--- src/rtl/mem_port_arbiter3_pkg.sv ---
// Shared definitions for the 3-port memory arbiter: requester count, mux
// select codes, arbiter states and a modulo-3 index helper.
package mips_bus_pkg;

    localparam int NUM_REQ = 3;

    localparam logic [1:0] SEL_REQ0 = 2'b00;
    localparam logic [1:0] SEL_REQ1 = 2'b01;
    localparam logic [1:0] SEL_REQ2 = 2'b10;
    localparam logic [1:0] SEL_IDLE = 2'b11;

    typedef enum logic {
        IDLE = 1'b0,
        BUSY = 1'b1
    } arbState_t;

    function automatic logic [1:0] wrapIdx(input logic [1:0] base, input int step);
        int sum;
        sum = int'(base) + step;
        return 2'(sum % NUM_REQ);
    endfunction

endpackage

--- src/rtl/mem_port_arbiter3_if.sv ---
// Request/grant/done bundle between the three requesters, the slave and the
// arbiter; the arbiter connects through the master modport.
interface mem_port_arbiter3_if;
    import mips_bus_pkg::*;

    logic [NUM_REQ-1:0] req;
    logic               slv_ready;
    logic [1:0]         sel;
    logic [NUM_REQ-1:0] gnt;
    logic               bus_valid;
    logic [NUM_REQ-1:0] done;
    logic [NUM_REQ-1:0] err;

    modport master (
        input  req, slv_ready,
        output sel, gnt, bus_valid, done, err
    );

    modport slave (
        output req, slv_ready,
        input  sel, gnt, bus_valid, done, err
    );

endinterface

--- src/rtl/mem_port_arbiter3_rr_pick3.sv ---
// Combinational 3-way round-robin picker: searches last+1, last+2, last (mod 3)
// and reports the first eligible index.
module rr_pick3
    import mips_bus_pkg::*;
(
    input  logic [2:0] eligible_i,
    input  logic [1:0] last_i,
    output logic       found_o,
    output logic [1:0] idx_o
);

    logic [1:0] cand;

    // Walk from lowest to highest priority so the highest-priority hit is written last.
    always_comb begin
        found_o = 1'b0;
        idx_o   = SEL_REQ0;
        cand    = SEL_REQ0;
        for (int step = NUM_REQ; step >= 1; step--) begin
            cand = wrapIdx(last_i, step);
            if (eligible_i[cand]) begin
                found_o = 1'b1;
                idx_o   = cand;
            end
        end
    end

endmodule

--- src/rtl/mem_port_arbiter3.sv ---
// Round-robin arbiter sharing one 32-bit memory port among three requesters.
// Define ARB_TIMEOUT_EN to abort tenures lasting TIMEOUT_CYCLES busy cycles.
module mem_port_arbiter3
    import mips_bus_pkg::*;
#(
    parameter int TIMEOUT_CYCLES = 255,
    parameter int TO_W           = 8
) (
    input logic                 clk,
    input logic                 rst_n,
    mem_port_arbiter3_if.master bus
);

    arbState_t  state_q;
    logic [1:0] sel_q;
    logic [1:0] lastGrant_q;
    logic [2:0] gnt_q;
    logic [2:0] done_q;
    logic       valid_q;
    logic [2:0] eligible;
    logic       pickFound;
    logic [1:0] pickIdx;

    if (TIMEOUT_CYCLES < 1 || TIMEOUT_CYCLES > 255 || TO_W < 1 || TO_W > 16 ||
        (TIMEOUT_CYCLES - 1) >= (1 << TO_W)) begin : g_badParams
        $error("mem_port_arbiter3: TIMEOUT_CYCLES must be 1..255 and fit in TO_W bits");
    end

`ifdef ARB_TIMEOUT_EN
    logic [TO_W-1:0] timeoutCnt_q;
    logic [TO_W-1:0] timeoutCnt_d;
    logic [2:0]      err_q;

    assign timeoutCnt_d = (timeoutCnt_q == {TO_W{1'b1}}) ? timeoutCnt_q
                                                          : timeoutCnt_q + TO_W'(1);
`endif

    // A requester whose done is pulsing this cycle must not win straight back.
    assign eligible = bus.req & ~done_q;

    rr_pick3 u_pick (
        .eligible_i (eligible),
        .last_i     (lastGrant_q),
        .found_o    (pickFound),
        .idx_o      (pickIdx)
    );

    always_ff @(posedge clk or negedge rst_n) begin
        if (!rst_n) begin
            state_q      <= IDLE;
            sel_q        <= SEL_IDLE;
            gnt_q        <= '0;
            valid_q      <= 1'b0;
            done_q       <= '0;
            lastGrant_q  <= SEL_REQ2;
`ifdef ARB_TIMEOUT_EN
            err_q        <= '0;
            timeoutCnt_q <= '0;
`endif
        end else begin
            done_q <= '0;
`ifdef ARB_TIMEOUT_EN
            err_q  <= '0;
`endif
            case (state_q)
                IDLE: begin
                    if (pickFound) begin
                        state_q <= BUSY;
                        gnt_q   <= 3'b001 << pickIdx;
                        sel_q   <= pickIdx;
                        valid_q <= 1'b1;
`ifdef ARB_TIMEOUT_EN
                        timeoutCnt_q <= '0;
`endif
                    end
                end
                BUSY: begin
                    if (bus.slv_ready) begin
                        state_q     <= IDLE;
                        gnt_q       <= '0;
                        sel_q       <= SEL_IDLE;
                        valid_q     <= 1'b0;
                        done_q      <= gnt_q;
                        lastGrant_q <= sel_q;
                    end
`ifdef ARB_TIMEOUT_EN
                    else if (timeoutCnt_q == TO_W'(TIMEOUT_CYCLES - 1)) begin
                        state_q     <= IDLE;
                        gnt_q       <= '0;
                        sel_q       <= SEL_IDLE;
                        valid_q     <= 1'b0;
                        err_q       <= gnt_q;
                        lastGrant_q <= sel_q;
                    end else begin
                        timeoutCnt_q <= timeoutCnt_d;
                    end
`endif
                end
                default: state_q <= IDLE;
            endcase
        end
    end

    assign bus.sel       = sel_q;
    assign bus.gnt       = gnt_q;
    assign bus.bus_valid = valid_q;
    assign bus.done      = done_q;
`ifdef ARB_TIMEOUT_EN
    assign bus.err       = err_q;
`else
    assign bus.err       = '0;
`endif

endmodule

--- src/flat_wrapper.sv ---
// flat-port wrapper written by rule: the top's interface ports become plain ports
module mem_port_arbiter3_flat import mips_bus_pkg::*;
#(
    parameter int TIMEOUT_CYCLES = 255,
    parameter int TO_W           = 8
)
  (clk, rst_n, bus_req, bus_slv_ready, bus_sel, bus_gnt, bus_bus_valid, bus_done, bus_err);
  mem_port_arbiter3_if bus_i ();
  input logic clk;
  input logic rst_n;
  input wire logic [$bits(bus_i.req)-1:0] bus_req;
  input wire logic [$bits(bus_i.slv_ready)-1:0] bus_slv_ready;
  output wire logic [$bits(bus_i.sel)-1:0] bus_sel;
  output wire logic [$bits(bus_i.gnt)-1:0] bus_gnt;
  output wire logic [$bits(bus_i.bus_valid)-1:0] bus_bus_valid;
  output wire logic [$bits(bus_i.done)-1:0] bus_done;
  output wire logic [$bits(bus_i.err)-1:0] bus_err;
  assign bus_i.req = bus_req;
  assign bus_i.slv_ready = bus_slv_ready;
  assign bus_sel = bus_i.sel;
  assign bus_gnt = bus_i.gnt;
  assign bus_bus_valid = bus_i.bus_valid;
  assign bus_done = bus_i.done;
  assign bus_err = bus_i.err;
  mem_port_arbiter3 #(.TIMEOUT_CYCLES(TIMEOUT_CYCLES), .TO_W(TO_W)) u_core (.clk(clk), .rst_n(rst_n), .bus(bus_i));
endmodule
--- config.mk ---
export PLATFORM = sky130hd
export DESIGN_NAME = mem_port_arbiter3_flat
export DESIGN_NICKNAME = d
export VERILOG_FILES = /design/src/rtl/mem_port_arbiter3_pkg.sv /design/src/rtl/mem_port_arbiter3_if.sv /design/src/rtl/mem_port_arbiter3_rr_pick3.sv /design/src/rtl/mem_port_arbiter3.sv /design/src/flat_wrapper.sv
export SDC_FILE = /design/constraint.sdc
export NUM_CORES = 1
export LEC_CHECK = 0
export CORE_ASPECT_RATIO = 0.9
export CORE_UTILIZATION = 43
export DETAILED_ROUTE_END_ITERATION = 8
export PLACE_DENSITY = 0.76
export SYNTH_ARGS = -nofsm -noshare
export SYNTH_HDL_FRONTEND = slang
export SYNTH_SLANG_ARGS = --single-unit
--- constraint.sdc ---
create_clock -name clk -period 2.1 [get_ports clk]
set_input_delay 0.315 -clock clk [delete_from_list [all_inputs] [get_ports clk]]
set_output_delay 0.315 -clock clk [all_outputs]
set_load 0.01 [all_outputs]
==> impl_metrics.yaml <==
layout:
  layoutNonFillerInstCount: 109
  num-fill-cells: 135
  syn2layout_area_growth_pct: 26.1
  seq_area_um2: 304
  final_nets: 96
  fin_util_pct: 60.3
  multiInputGateArea_um2: 389
  antenna_cells: 0
  drive_above_1_share_pct: 25.3
grt:
  grt_max_degree: 13
  grt_pass1_wl_um: 2330
  first_global_vias: 551
  overflow: 0
  antenna_found_initial: 0
  track_usage_pct: 18.8
routing:
  first_pass_iters: 4
  drtIter0Drc: 7
  avgRoutedWirePerCell_um: 12.8
  antenna_left: 0
  wirelength_um: 1400
  vias: 551
  drc_errors: 0
  vias_per_cell: 5.06
die:
  ios: 18
  core_um2: 1510
  die_area_um2: 1850
  fp.dieH_um: 40.9
  rows: 13
  fp.dieW_um: 45.2
  start_util_pct: 47.8
setup_path:
  rrSetupSlack_ns: 0.36
  worstSetupEndpointType: "flip-flop"
  slowest_stage: "dfstp_2"
  r2r-end: "u_core.bus.gnt[1]"
  start_kind: "flip-flop"
  crit_arrival_ns: 1.91
  r2r_cells: 5
  crit_fanout: 5
  worstPathRequired_ns: 2.27
  crit_type: "reg -> reg"
  slowest_delay_ns: 0.55
  path_cells: "ha_1 > or3_1 > nand4_2 > o21ai_1 > a31o_1"
  rr_startpoint: "u_core.lastGrant_q[1]"
synth:
  syn_area_um2: 723
  synth_common_cells: "dfrtp_1, nand2_1, inv_1, o21ai_1"
  syn_inst: 70
  synth_top_cell_by_area: "dfrtp_1"
  synthTopCellsByArea: "dfrtp_1, dfstp_2, nand2b_4, nand2_1, ha_1"
  ys_ff_latch: 12
  post_synth.cell_area_avg_um2: 10.3
  synthArstFlopShare_pct: 100
  synth-edff-count: 0
  yosys.area.top_type_share_pct: 31.1
  synth.distinct_cells: 30
  synth-main-ff-cell: "dfrtp_1"
  ys_warn_count: 0
  seq_area_frac_synth_pct: 42.0
  synth.most_common_cell: "dfrtp_1"
clock_network:
  cts.htree.levels: 1
  numCtsBuffers: 3
  cts_resized: 0
  insertion_delay_ns: 0.28
  cts_setup_buffers: 0
  cts_buffer_depth: 2
  cts_hold_buf: 0
  clk_pin_slew_ns: 0.07
  clkSinkCount: 12
  cts-root-buf: "clkbuf_4"
  cts_tree: "built"
pwr:
  p_sw_share_pct: 40.0
  switchingPower_uw: 536
  p_seq_share_pct: 32.4
  ir_drop_mv: 0.761
  power.density_nw_per_um2: 1470
  p_leak_uw: 0.000411
  p_comb_share_pct: 53.6
  p_clk_share_pct: 14.0
  p_int_uw: 804
outcome:
  status: "finished, final reports clean"
sta:
  fin_crit_ns: 1.74
  slew_headroom_pct: 63.7
  final_max_slew_viol_count: 0
  finalClockSkew_ns: 0.000855
  worstMarginPinSlew_ns: 0.543
  hold_viol: 0
  finalSetupTns_ns: 0
  setup_viol: 0
  max_freq_mhz: 576
  rsz0062_at_grt: "no"
  setup_ws_ns: 0.364
  period_share_pct: 82.7
placement:
  place_hpwl_um: 1090
  placed_cells: 105
  pre_cts_ws_ns: 0.346
  place.port_buffers: 14
  gp_congestion: 0.893
min_path:
  hold_path_class: "in -> async"
run:
  maxCapViolations: 0
[cells by family after synthesis]
| group | share of synthesized area, % |
|---|---|
| compound gates | 19.9 |
| fa+ha+maj | 3.46 |
| buf+inv | 5.19 |
| flops | 42.0 |
| mux | 3.11 |
| other cells | 0.519 |
| simple gates | 25.8 |
[layout make-up]
class	instances	share of cell area [%]
well taps	22	3.02
multi-input cells	53	42.7
inverters	4	1.65
repair buffers	14	15.4
flip-flops and latches	12	33.3
clock buffers	4	3.98
[power groups by stage]
stage / registers (uW) / clock network (uW) / logic [uW]
after global routing: 448 / 197 / 795
after global placement: 434 / 0 / 701
final: 435 / 187 / 719
after detailed placement: 437 / 0 / 716
after CTS: 433 / 188 / 722
after floorplan: 445 / 0 / 479
[critical path, delay by kind of cell, from the launching register on]
family	cells	cell delay, ns
AND/OR/NAND/NOR	2	0.53
adder cells (fa/ha/maj)	1	0.28
AO/OA/AOI/OAI	2	0.26
flip-flops	1	0.55
[cell usage in the layout (no fill, tap or decap), types with 2 or more instances in the layout]
cell             Yosys  layout
mux2_2               2       2
nand2_2              2       2
inv_1                4       4
o211ai_2             2       2
and2b_1              2       2
nand2_1              7       7
ha_1                 2       2
nand2b_1             2       2
conb_1               1       3
a31o_1               2       2
a31oi_1              2       2
nand3_1              3       3
nand2b_4             2       2
dfrtp_1              9       9
clkbuf_4             0       3
and3_1               3       3
o21ai_1              4       4
nor2_1               3       3
and2_4               2       2
dfstp_2              3       3
clkdlybuf4s50_1      0      14
[layer usage]
metal,part of all wire [%],global-route usage [%],vias to the layer above
met2,45,30.4,17
met1,50,24.0,249
met3,3.6,2.64,4
li1,-,-,281
met4,1.6,12.1,0
met5,0,0,-
[worst max-delay path by stage]
stage / from / to / slack [ns] / cells past startpoint
finish: u_core.lastGrant_q[1] / u_core.bus.gnt[1] / 0.36 / 5
global route: u_core.lastGrant_q[1] / u_core.bus.gnt[0] / 0.29 / 5
CTS: u_core.lastGrant_q[1] / u_core.bus.gnt[1] / 0.37 / 5
detailed placement: bus_req[0] / u_core.bus.gnt[2] / 0.35 / 6
global placement: bus_req[0] / u_core.bus.gnt[2] / 0.38 / 6
floorplan: u_core.lastGrant_q[1] / u_core.bus.gnt[1] / 0.48 / 5
[flip-flops by register name, indices dropped and copies added (netlist names)]
signal	cells
u_core.bus.done	3
u_core.bus.gnt	3
u_core.bus.sel	2
u_core.lastGrant_q	2
u_core.bus.bus_valid	1
u_core.state_q	1
[metrics by stage]
stage | cell area, um2 | hold slack [ns] | power (uW)
2_1_floorplan | 731 | 0.0194 | 925
3_3_place_gp | 876 | 0.515 | 1140
3_5_place_dp | 876 | 0.526 | 1150
4_1_cts | 912 | 0.396 | 1340
5_1_grt | 912 | 0.418 | 1440
6_report | 912 | 0.384 | 1340
Note: power is estimated with default switching activity, not from simulation.
